==> src/rtl/pipe_pkg.sv <==
// ---------------------------------------------------------------------------
// pipe_pkg
// Shared definitions for the pipeline stage buffer.
//   MAX_LANES    : widest instruction group any stage boundary may carry
//   lane_ctrl_t  : per-lane control bundle (valid plus exception flag)
//   buf_state_t  : head/skid steering states (EMPTY, ONE, FULL)
//   kill_younger : masks the valid bits of lanes younger than an excepting lane
// ---------------------------------------------------------------------------
package pipe_pkg;

    localparam int MAX_LANES = 4;

    typedef struct packed {
        logic valid;
        logic exc;
    } lane_ctrl_t;

    typedef enum logic [1:0] {
        EMPTY = 2'd0,
        ONE   = 2'd1,
        FULL  = 2'd2
    } buf_state_t;

    // Lane 0 is the oldest. The first valid lane that carries an exception
    // keeps its own valid bit, but every younger lane is squashed because it
    // must never execute past the faulting instruction.
    function automatic logic [MAX_LANES-1:0] kill_younger(
        input logic [MAX_LANES-1:0] valid,
        input logic [MAX_LANES-1:0] exc
    );
        logic [MAX_LANES-1:0] masked;
        logic                 killed;
        masked = '0;
        killed = 1'b0;
        for (int i = 0; i < MAX_LANES; i++) begin
            masked[i] = valid[i] & ~killed;
            if (valid[i] && exc[i]) begin
                killed = 1'b1;
            end
        end
        return masked;
    endfunction

endpackage

==> src/rtl/pipe_slot.sv <==
// ---------------------------------------------------------------------------
// pipe_slot
// One buffer entry: an instruction group payload plus its per-lane valids.
//   clk, rst  : stage clock, synchronous active-high reset
//   load      : capture d_valid/d_data on this edge
//   clear     : drop the entry (valids cleared, payload kept); beats load
//   d_valid   : per-lane valids to capture
//   d_data    : lane payloads to capture
//   q_valid   : held per-lane valids
//   q_data    : held lane payloads
// ---------------------------------------------------------------------------
module pipe_slot #(
    parameter int WIDTH = 32,
    parameter int LANES = 1
) (
    input  logic                   clk,
    input  logic                   rst,
    input  logic                   load,
    input  logic                   clear,
    input  logic [LANES-1:0]       d_valid,
    input  logic [LANES*WIDTH-1:0] d_data,
    output logic [LANES-1:0]       q_valid,
    output logic [LANES*WIDTH-1:0] q_data
);

    // Payload is reset only to keep the output deterministic; clear leaves it
    // alone since consumers always qualify it with the valid bits.
    always_ff @(posedge clk) begin
        if (rst) begin
            q_valid <= '0;
            q_data  <= '0;
        end else if (clear) begin
            q_valid <= '0;
        end else if (load) begin
            q_valid <= d_valid;
            q_data  <= d_data;
        end
    end

endmodule

==> src/rtl/pipe_stage_buf.sv <==
// ---------------------------------------------------------------------------
// pipe_stage_buf
// Pipeline stage register carrying an N-lane instruction group with a
// valid/ready handshake, optional skid entry, flush and exception kill.
//   clk, rst   : stage clock, synchronous active-high reset
//   in_valid   : per-lane valid from upstream (group present if any set)
//   in_data    : lane payloads, lane i at [i*WIDTH +: WIDTH]
//   in_ready   : group-level accept toward upstream
//   out_valid  : per-lane valid of the head group
//   out_data   : head group payloads
//   out_ready  : downstream accepts the head group
//   flush      : discard everything held and arriving this cycle
//   stall_cnt  : saturating count of cycles with a blocked valid head
//   occupancy  : groups currently held (0..2)
// ---------------------------------------------------------------------------
module pipe_stage_buf #(
    parameter int WIDTH   = 32,
    parameter int LANES   = 1,
    parameter int SKID    = 1,
    parameter int EXC_BIT = 0,
    parameter int CNT_W   = 16
) (
    input  logic                   clk,
    input  logic                   rst,
    input  logic [LANES-1:0]       in_valid,
    input  logic [LANES*WIDTH-1:0] in_data,
    output logic                   in_ready,
    output logic [LANES-1:0]       out_valid,
    output logic [LANES*WIDTH-1:0] out_data,
    input  logic                   out_ready,
    input  logic                   flush,
    output logic [CNT_W-1:0]       stall_cnt,
    output logic [1:0]             occupancy
);

    import pipe_pkg::*;

    lane_ctrl_t [MAX_LANES-1:0] in_ctrl;
    logic [MAX_LANES-1:0]       vld_pad;
    logic [MAX_LANES-1:0]       exc_pad;
    logic [LANES-1:0]           cap_valid;

    buf_state_t                 state;
    buf_state_t                 state_next;

    logic                       accept;
    logic                       retire;
    logic                       from_skid;

    logic                       head_load;
    logic                       head_clear;
    logic [LANES-1:0]           head_d_valid;
    logic [LANES*WIDTH-1:0]     head_d_data;
    logic [LANES-1:0]           head_valid;
    logic [LANES*WIDTH-1:0]     head_data;

    logic [LANES-1:0]           skid_valid;
    logic [LANES*WIDTH-1:0]     skid_data;

    // Gather each lane's valid and exception flag, padded out to the package
    // lane width so the shared kill function can be used for any LANES.
    always_comb begin
        in_ctrl = '0;
        vld_pad = '0;
        exc_pad = '0;
        for (int i = 0; i < LANES; i++) begin
            in_ctrl[i].valid = in_valid[i];
            in_ctrl[i].exc   = in_data[i*WIDTH + EXC_BIT];
        end
        for (int i = 0; i < MAX_LANES; i++) begin
            vld_pad[i] = in_ctrl[i].valid;
            exc_pad[i] = in_ctrl[i].exc;
        end
    end

    assign cap_valid = LANES'(kill_younger(vld_pad, exc_pad));

    assign accept    = (|in_valid) && in_ready;
    assign retire    = (|out_valid) && out_ready;
    assign out_valid = head_valid;
    assign out_data  = head_data;

    // The head refills from skid only when both entries are occupied;
    // otherwise any head load is a fresh group from upstream.
    assign from_skid    = (state == FULL);
    assign head_d_valid = from_skid ? skid_valid : cap_valid;
    assign head_d_data  = from_skid ? skid_data  : in_data;

    pipe_slot #(.WIDTH(WIDTH), .LANES(LANES)) u_head (
        .clk     (clk),
        .rst     (rst),
        .load    (head_load),
        .clear   (head_clear),
        .d_valid (head_d_valid),
        .d_data  (head_d_data),
        .q_valid (head_valid),
        .q_data  (head_data)
    );

    // With a skid entry, in_ready comes straight from the skid valid register
    // so upstream never sees a path from out_ready. Without it, the single
    // register may accept whenever it is empty or draining this cycle.
    generate
        if (SKID != 0) begin : g_skid
            logic skid_load;
            logic skid_clear;

            assign skid_load  = !flush && (state == ONE) && accept && !retire;
            assign skid_clear = flush || ((state == FULL) && retire);

            pipe_slot #(.WIDTH(WIDTH), .LANES(LANES)) u_skid (
                .clk     (clk),
                .rst     (rst),
                .load    (skid_load),
                .clear   (skid_clear),
                .d_valid (cap_valid),
                .d_data  (in_data),
                .q_valid (skid_valid),
                .q_data  (skid_data)
            );

            assign in_ready = !rst && !(|skid_valid);
        end else begin : g_noskid
            assign skid_valid = '0;
            assign skid_data  = '0;
            assign in_ready   = !rst && (!(|head_valid) || out_ready);
        end
    endgenerate

    // Steering state register.
    always_ff @(posedge clk) begin
        if (rst) begin
            state <= EMPTY;
        end else begin
            state <= state_next;
        end
    end

    // Steering decisions. Flush wins over everything and drops both entries
    // plus any group accepted this cycle. In ONE, a simultaneous retire and
    // accept replaces the head in place; an accept alone spills into skid.
    always_comb begin
        state_next = state;
        head_load  = 1'b0;
        head_clear = 1'b0;
        if (flush) begin
            state_next = EMPTY;
            head_clear = 1'b1;
        end else begin
            case (state)
                EMPTY: begin
                    if (accept) begin
                        head_load  = 1'b1;
                        state_next = ONE;
                    end
                end
                ONE: begin
                    if (retire && accept) begin
                        head_load = 1'b1;
                    end else if (retire) begin
                        head_clear = 1'b1;
                        state_next = EMPTY;
                    end else if (accept && (SKID != 0)) begin
                        state_next = FULL;
                    end
                end
                FULL: begin
                    if (retire) begin
                        head_load  = 1'b1;
                        state_next = ONE;
                    end
                end
                default: begin
                    state_next = EMPTY;
                    head_clear = 1'b1;
                end
            endcase
        end
    end

    // Occupancy is a direct decode of the steering state.
    always_comb begin
        occupancy = 2'd0;
        case (state)
            ONE:     occupancy = 2'd1;
            FULL:    occupancy = 2'd2;
            default: occupancy = 2'd0;
        endcase
    end

    // Performance counter: one tick per cycle with a blocked valid head,
    // sticking at all-ones. Flush does not touch it; only reset clears it.
    always_ff @(posedge clk) begin
        if (rst) begin
            stall_cnt <= '0;
        end else if ((|out_valid) && !out_ready && (stall_cnt != {CNT_W{1'b1}})) begin
            stall_cnt <= stall_cnt + CNT_W'(1);
        end
    end

endmodule

==> config.mk <==
export PLATFORM = sky130hd
export DESIGN_NAME = pipe_stage_buf
export DESIGN_NICKNAME = d
export VERILOG_FILES = /design/src/rtl/pipe_pkg.sv /design/src/rtl/pipe_slot.sv /design/src/rtl/pipe_stage_buf.sv
export SDC_FILE = /design/constraint.sdc
export NUM_CORES = 1
export LEC_CHECK = 0
export BUFFER_PORTS_ARGS = -buffer_cell sky130_fd_sc_hd__buf_2
export CORE_MARGIN = 10
export CORE_UTILIZATION = 50
export CTS_CLUSTER_DIAMETER = 120
export CTS_CLUSTER_SIZE = 40
export DETAILED_ROUTE_END_ITERATION = 7
export PLACE_DENSITY = 0.85
export REMOVE_ABC_BUFFERS = 1
export SLEW_MARGIN = 25
export SYNTH_ARGS = -nofsm -noshare
export SYNTH_HDL_FRONTEND = slang
export SYNTH_SLANG_ARGS = --single-unit
==> constraint.sdc <==
create_clock -name clk -period 2.76 [get_ports clk]
set_input_delay 0.552 -clock clk [delete_from_list [all_inputs] [get_ports clk]]
set_output_delay 0.552 -clock clk [all_outputs]
set_load 0.005 [all_outputs]
### After elaboration in Yosys (flattened, before gate mapping)

Cells that the tools add are included.

* output and inout port bits: 52
* bits in registers: 84

* bitwise gates (word level): 2
* reduce and logical (&&, ||, !) cells: 24
* add/sub/neg operators: 1
* equality and inequality tests: 7
* muxes and demuxes: 17

Operator list (count)
* two-way mux 32 bit: 1
* adder 16 x 1 -> 16 bit, second input constant: 1
* inequality test 16 bit, second input constant: 1
* logical AND 1 bit: 10
* two-way mux 2 bit: 5
* OR reduction 2 bit: 4
* two-way mux 1 bit: 7
* inequality test 2 bit, second input constant: 3
* one-hot mux 2 bit (3 select lines): 1
* zero test 1 bit: 5
* one-hot mux 2 bit (2 select lines): 1
* AND reduction 2 bit: 2
* AND reduction 4 bit: 1
* inequality test 3 bit, second input constant: 1
* one-hot mux 1 bit (3 select lines): 1
* == test 2 x 1 -> 1 bit, second input constant: 1
* == test 2 bit, second input constant: 1
* zero test 2 bit: 1
* inverter 1 bit: 2
* one-hot mux 1 bit (2 select lines): 1
* logical OR 1 bit: 1

### Longest topological paths before layout

Gate-level depths: netlist of the first run.

* depth after elaboration: 9
* mapped depth: 7
* gate-level depth less buffers: 6

### Cells and area by module

Synthesis of the first run repeated with hierarchy kept, for this count alone.

* cell total of the unflattened synthesis: 453
* area, all modules: 4957.3 um^2

Modules (own cells, without submodules)
* pipe_slot: times used 2, seq. area each 660.6 um^2, cells an instance 148, area each 1745.4 um^2
* pipe_stage_buf: times used 1, seq. area each 360.3 um^2, cells an instance 157, area each 1466.4 um^2

### Worst setup path before layout of the first run

Ideal clock, no wire load.

* path type: in2reg
* start: input rst
* end: register u_head.q_data[22]
* buffers on the path: 3
* stages on the path: 7
* arrival: 1.967 ns
* data required time: 2.621 ns
* slack: 0.654 ns
* cell sequence: or4b_1 buf_6 a211oi_4 or2_1 buf_6 buf_12 a211oi_2

* cells in the longest elaborated chain, start to end: 9
* elaborated cells on any way between the ends: 13
* those cells by class: mux (7); bitwise (1); reduce/logical (5)

RTL lines
* start: declaration: line pipe_stage_buf.sv:24 `input logic rst,`
* zero test 1 bit: line pipe_stage_buf.sv:122 `assign in_ready = !rst && !(|skid_valid);`
* logical AND 1 bit: line pipe_stage_buf.sv:122
* logical AND 1 bit: line pipe_stage_buf.sv:78 `assign accept = (|in_valid) && in_ready;`
* logical AND 1 bit: line pipe_stage_buf.sv:158 `if (retire && accept) begin`
* two-way mux 1 bit: line pipe_stage_buf.sv:158
* one-hot mux 1 bit (2 select lines): line pipe_stage_buf.sv:150 `case (state)`
* two-way mux 1 bit: line pipe_stage_buf.sv:146 `if (flush) begin`
* inverter 1 bit (no line)
* AND reduction 2 bit (no line)
* end signal: assignment: line pipe_slot.sv:36 `q_data <= d_data;`
* end: declaration: line pipe_slot.sv:23 `output logic [LANES*WIDTH-1:0] q_data`

Several ways; a longest one is shown, not always the timed one.
A chain may end at the register's enable or synchronous reset.

### Final worst setup path of the first run

* start: register state[0]
* end: output occupancy[1]

* cells in the longest elaborated chain, start to end: 2
* elaborated cells on any way between the ends: 3
* those cells by class: eq/ne (2); mux (1)

RTL lines
* start: declaration: line pipe_stage_buf.sv:43 `buf_state_t state;`
* start signal: assignment: line pipe_stage_buf.sv:135 `state <= state_next;`
* == test 2 bit / == test 2 x 1 -> 1 bit (equally long branches): line pipe_stage_buf.sv:184 `case (state)`
* one-hot mux 2 bit (2 select lines) *: line pipe_stage_buf.sv:184
* end: declaration: line pipe_stage_buf.sv:33 `output logic [1:0] occupancy`

Mark *: on every way between the ends. The rest lies on a longest branch, timed or not.

==> metrics, run 1 <==
DR vias/cell 5.60; R2R cell count 5; Die Y-Extent 106 um; global-route usage over all layers 0.168; maxcap violations 0; Skew-Pair Late Insertion Delay 360 ps; layout cells sized above 1 0.271; footprint of the multi-input gates 1820 um^2; WP data required 2210 ps; commonest cells in the netlist dfxtp_1 (84), nand2_1 (73), a21oi_1 (45); Die Area 11300 um^2; CP max stage delay 400 ps; Critical-path top delay cell dfxtp_1; Via Count 3344; Top FF cell, synth dfxtp_1; # setup viols final 0; Yosys cell types 45; sequential share of the synthesized area 0.451; Max Fclk 470 MHz; Synthesis Warnings 0; share of Yosys cell area claimed by the top area cell type 0.451; crit end category output pin; setup bufs post-CTS 0; Simple-Gate Fraction of Synth Area 0.210; Layout Cells excl Fill 597; Finished Cell Area 4430 um^2; outcome finished, final reports clean; Resized Gates After CTS 0; crit path max fanout 13; dpl hpwl 6.81 mm; DR pass1 iterations 5; pin count of the biggest net entering global routing 56; # clock sinks 84; R2R Setup Slk 640 ps; Post-synth EDFFs 0; GPL Wtd Cong 0.782; I/O Buffers 88; first-pass GRT wire length 15.7 mm; Slew Viols, Final 0; RSZ-0062 raised after global routing no; Root Driver clkbuf_8; vias in the first global route 3275; Slew headroom 0.586; Worst Hold Launch in_data[29]; cts bufs inserted 9; largest family of logic cells by synthesized area simple AND/OR/NAND/NOR gates; minimum clock period 2130 ps; WL/cell 16.3 um; gr ovfl total 0; CP arrival 1580 ps; Final Net Count 531; crit path kind flip-flop to output pin; # H-tree levels 3; synth top area cells dfxtp_1 (45%), mux2i_1 (9.4%), nand2_1 (7.4%); most common cell in the netlist dfxtp_1; Die X 106 um; P&R area growth vs syn 19.0%; worst r2r src state[1]; Hold EP g_skid.u_skid.q_data[29]; register area 1680 um^2; Setup TNS Final 0 ps; Synth Area in Adders 0.00336; CP top delay family buffers and inverters; DRT iter0 DRCs 219; Pwr Density 558 nW/um^2; CP Launch Type flip-flop; XOR/XNOR share of the synthesized area 0.00235; P_leak 1.66 nW; number of fill cells 620; Async SR Flop Fraction 0; Hold Fails Final Rpt 0; clk_skew 11.9 ps; Max VDD drop 301 uV; Yosys reg bits 84; Reg clk slew, reported paths 90 ps; clock buffer depth 2; # rows 31; fin crit share 0.771; syn avg cell area 9.07 um^2; Post-DP Area 4200 um^2; Residual DRC 0; Worst Hold Class primary input to flip-flop; worst path cell trace inv_1 > nand2_1 > inv_2 > buf_2; Worst Tran Pin Value 622 ps; placed insts 581; reg-to-reg endpoint u_head.q_data[8]; Starting Density 0.514; Post-Synthesis Cell Area 3730 um^2; post-synthesis mux area share 0.0970; WP buf/inv 3; cell taking the most area after synthesis dfxtp_1; final WL 9.72 mm; post-synthesis compound-gate area fraction 0.174; post-synthesis cell count 411; diodes inserted 0; core region area 7250 um^2; Post-CTS Hold Fix Bufs 0; initial antenna violation count 0; CTS tree built; Routed Antenna Nets 0; # IOs 89; worst hold path depth 3
==> sequential cells by signal, summed over array words and instances (netlist names) <==
register	flops
g_skid.u_skid.q_data	32
state	2
g_skid.u_skid.q_valid	1
u_head.q_data	32
u_head.q_valid	1
stall_cnt	16
==> per-stage QoR <==
stage               utilization  setup WS (ps)  power [mW]  hold slack (ps)
floorplan                     -           -626        1.37              430
global placement          0.579            523        1.48              441
detailed placement        0.579            447        1.49              447
CTS                       0.611            644        2.49              419
global route              0.611            481        2.56              430
finish                    0.611            631        2.47              431
==> cells by family after synthesis <==
family	after synthesis
AND/OR/NAND/NOR	157
AO/OA/AOI/OAI	95
flip-flops	84
buffers and inverters	37
multiplexers	36
XOR/XNOR	1
adder cells (fa/ha/maj)	1
==> power breakdown <==
| group | internal (mW) | switching (mW) |
|---|---|---|
| logic | 0.0892 | 0.112 |
| clock network | 0.546 | 0.466 |
| registers | 1.24 | 0.0200 |
| total | 1.88 | 0.598 |
==> worst register-to-register path, cell delays in order, from the launching register on <==
cell and delay [ps]:
dfxtp_1 370, or4b_1 730, a211oi_4 300, buf_4 280, nor3_1 100, a211oi_1 240
==> cell type report <==
class	count	area share
inverter	7	0.00593
multi-input combinational	290	0.410
clock buffer	10	0.0310
sequential	84	0.379
tap	99	0.0279
clock inverter	6	0.0212
timing repair buffer	101	0.124
==> metal layers <==
layer  GRT usage  part of all wire
met1       0.193              0.43
met2       0.287              0.50
met3      0.0429             0.052
met4      0.0754             0.023
met5           0                 0
==> how the worst max path moves through the flow <==
stage | start | slack (ps) | depth (start not counted) | end
2_1_floorplan | rst | -630 | 4 | u_head.q_data[0]
3_3_place_gp | rst | 520 | 6 | u_head.q_data[4]
3_5_place_dp | rst | 450 | 6 | u_head.q_data[6]
4_1_cts | state[0] | 640 | 4 | occupancy[1]
5_1_grt | g_skid.u_skid.q_valid | 480 | 5 | u_head.q_data[8]
6_report | state[0] | 630 | 4 | occupancy[1]
==> cell usage in the layout, fill, tap and decap left out, drive strengths merged, types with 2 or more instances in the layout <==
cell / netlist / layout
nand2: 73 / 73
and4b: 2 / 2
nand4b: 2 / 2
dfxtp: 84 / 84
buf: 15 / 101
or4: 3 / 3
a21oi: 45 / 45
or4b: 2 / 2
and3: 3 / 3
nand3: 5 / 5
mux2i: 35 / 35
clkbuf: 15 / 10
o31ai: 3 / 3
inv: 7 / 10
o21ai: 9 / 9
bufinv: 0 / 2
a31oi: 2 / 2
or3: 5 / 5
nand4: 3 / 3
nor4b: 2 / 2
a211oi: 33 / 33
nor3: 39 / 39
nor4: 4 / 4
nor2: 7 / 7
Note: power is estimated with default switching activity, not from simulation.
==> run 2: changes to the inputs <==
Settings changed: CORE_UTILIZATION 50 to 48, PLACE_DENSITY 0.85 to 0.86.
Clock period 2.76 ns to 1.95 ns, I/O delays scaled along.
==> run 2 against run 1 <==
Against the previous run: non-clock buffer count is 16 higher; die area is 3.4% higher; final cell count is 3.0% higher; critical endpoint is now g_skid.u_skid.q_data[17]; largest cell class unchanged; largest power group unchanged.
==> metrics, run 2 (same netlist as run 1, synthesis figures left out) <==
P&R area growth vs syn 23.4%; # IOs 89; DR vias/cell 5.57; Post-CTS Hold Fix Bufs 0; diodes inserted 0; Starting Density 0.487; P_leak 1.72 nW; Die X 108 um; clock buffer depth 2; Clk pwr share 0.348; Critical Path Most Common Cell buf_4; GPL Wtd Cong 0.841; Reg clk slew, reported paths 90 ps; WP buf/inv 3; crit end category flip-flop; Switch Pwr 838 uW; RSZ-0062 raised after global routing yes; # H-tree levels 3; Routed Antenna Nets 0; worst path cell trace or4b_4 > buf_4 > nor4b_4 > buf_4 > buf_6 > nand2_1 > a21oi_2; final WL 10.0 mm; DRT iter0 DRCs 243; most frequent cells in the layout buf_2 (88), dfxtp_1 (83), nand2_1 (73), nor3_1 (38), a21oi_1 (37); DR pass1 iterations 5; Die Area 11700 um^2; Die Y-Extent 108 um; Root Driver clkbuf_8; initial antenna violation count 0; dpl ws -175 ps; Slew headroom 0.594; vias in the first global route 3275; Finished Cell Area 4600 um^2; CP arrival 2210 ps; global-route usage over all layers 0.167; Final WS setup 9.19 ps; WL/cell 16.3 um; Pwr Density 696 nW/um^2; first-pass GRT wire length 16.1 mm; Final Net Count 547; Power, Total 3.20 mW; I/O Buffers 88; Gate power share 0.095; Via Count 3424; maxcap violations 0; # rows 32; minimum clock period 1940 ps; P_int 2.36 mW; pin count of the biggest net entering global routing 46; cts bufs inserted 9; gr ovfl total 0; commonest non-fill, non-tap cell in the layout buf_2; Residual DRC 0; Flop pwr share 0.557; layout cells sized above 1 0.314; dpl hpwl 6.97 mm; WP data required 2220 ps; crit path max fanout 9; Worst Hold Class primary input to flip-flop; number of fill cells 645; # clock sinks 84; core region area 7650 um^2; clk_skew 14.6 ps; outcome finished, final reports clean; # setup viols final 0; fin crit share 0.995; CP top delay family simple AND/OR/NAND/NOR gates; crit path kind flip-flop to flip-flop; CP max stage delay 550 ps; Setup TNS Final 0 ps; CP Launch Type flip-flop; Slew Viols, Final 0; CTS tree built; Critical-path top delay cell or4b_4; largest registers g_skid.u_skid.q_data (32), u_head.q_data (32), stall_cnt (16); Max VDD drop 501 uV; Post-DP Area 4310 um^2; Skew-Pair Late Insertion Delay 350 ps; Max Fclk 515 MHz; Hold Fails Final Rpt 0; Sw Ratio 0.262; Worst Tran Pin Value 603 ps
run 2: changes by cell type in the layout (fill, tap and decap cells not counted), moves of 2 or more:
cell,previous run,this run
a21oi_1,45,37
a21oi_2,0,8
buf_12,1,3
buf_4,12,21
buf_6,0,4
bufinv_16,2,0
clkinvlp_4,0,3
run 2: worst paths after layout:
check	start	slack [ps]	cells after the start	to
setup / recovery	g_skid.u_skid.q_valid	9	7	g_skid.u_skid.q_data[17]
hold / removal	in_data[27]	270	3	g_skid.u_skid.q_data[27]
setup reg to reg	g_skid.u_skid.q_valid	9	7	g_skid.u_skid.q_data[17]
hold reg to reg	g_skid.u_skid.q_data[23]	460	2	g_skid.u_skid.q_data[23]
run 2: routing by layer:
| layer | vias up | share of wire | track usage |
|---|---|---|---|
| met5 | - | 0 | 0 |
| met3 | 13 | 0.059 | 0.0434 |
| met2 | 111 | 0.50 | 0.275 |
| met4 | 0 | 0.018 | 0.0620 |
| met1 | 1617 | 0.42 | 0.206 |
| li1 | 1683 | - | - |
run 2: stage by stage:
stage | hold WS (ps) | util | std cells
after floorplan | 430 | - | 381
after global placement | 441 | 0.564 | 595
after detailed placement | 447 | 0.564 | 595
after CTS | 267 | 0.595 | 613
after global routing | 273 | 0.601 | 615
final | 274 | 0.601 | 615
run 2: layout make-up:
class | count | area (um^2) | area share
multi-input cells | 290 | 1850 | 0.403
flip-flops and latches | 84 | 1680 | 0.366
repair buffers | 117 | 736 | 0.160
well taps | 102 | 128 | 0.0278
clock buffers | 9 | 124 | 0.0269
clock inverters | 6 | 48.8 | 0.0106
inverters | 7 | 26.3 | 0.00571
run 2: worst min-delay path, stage by stage:
cell and delay (ps):
buf_2 100, nand2_1 50, a21oi_1 50
run 2: repair_timing:
item	in CTS	in global routing
setup buffers	2	2
resized for setup	5	10
endpoints found under the setup margin	8	34
pin swaps	2	0
gates cloned	1	0
run 2: power by group through the flow:
stage	logic, mW	clock network (mW)	registers [mW]
6_report	0.304	1.11	1.78
5_1_grt	0.335	1.22	1.79
4_1_cts	0.302	1.12	1.78
3_5_place_dp	0.297	0	1.82
3_3_place_gp	0.288	0	1.82
2_1_floorplan	0.123	0	1.82
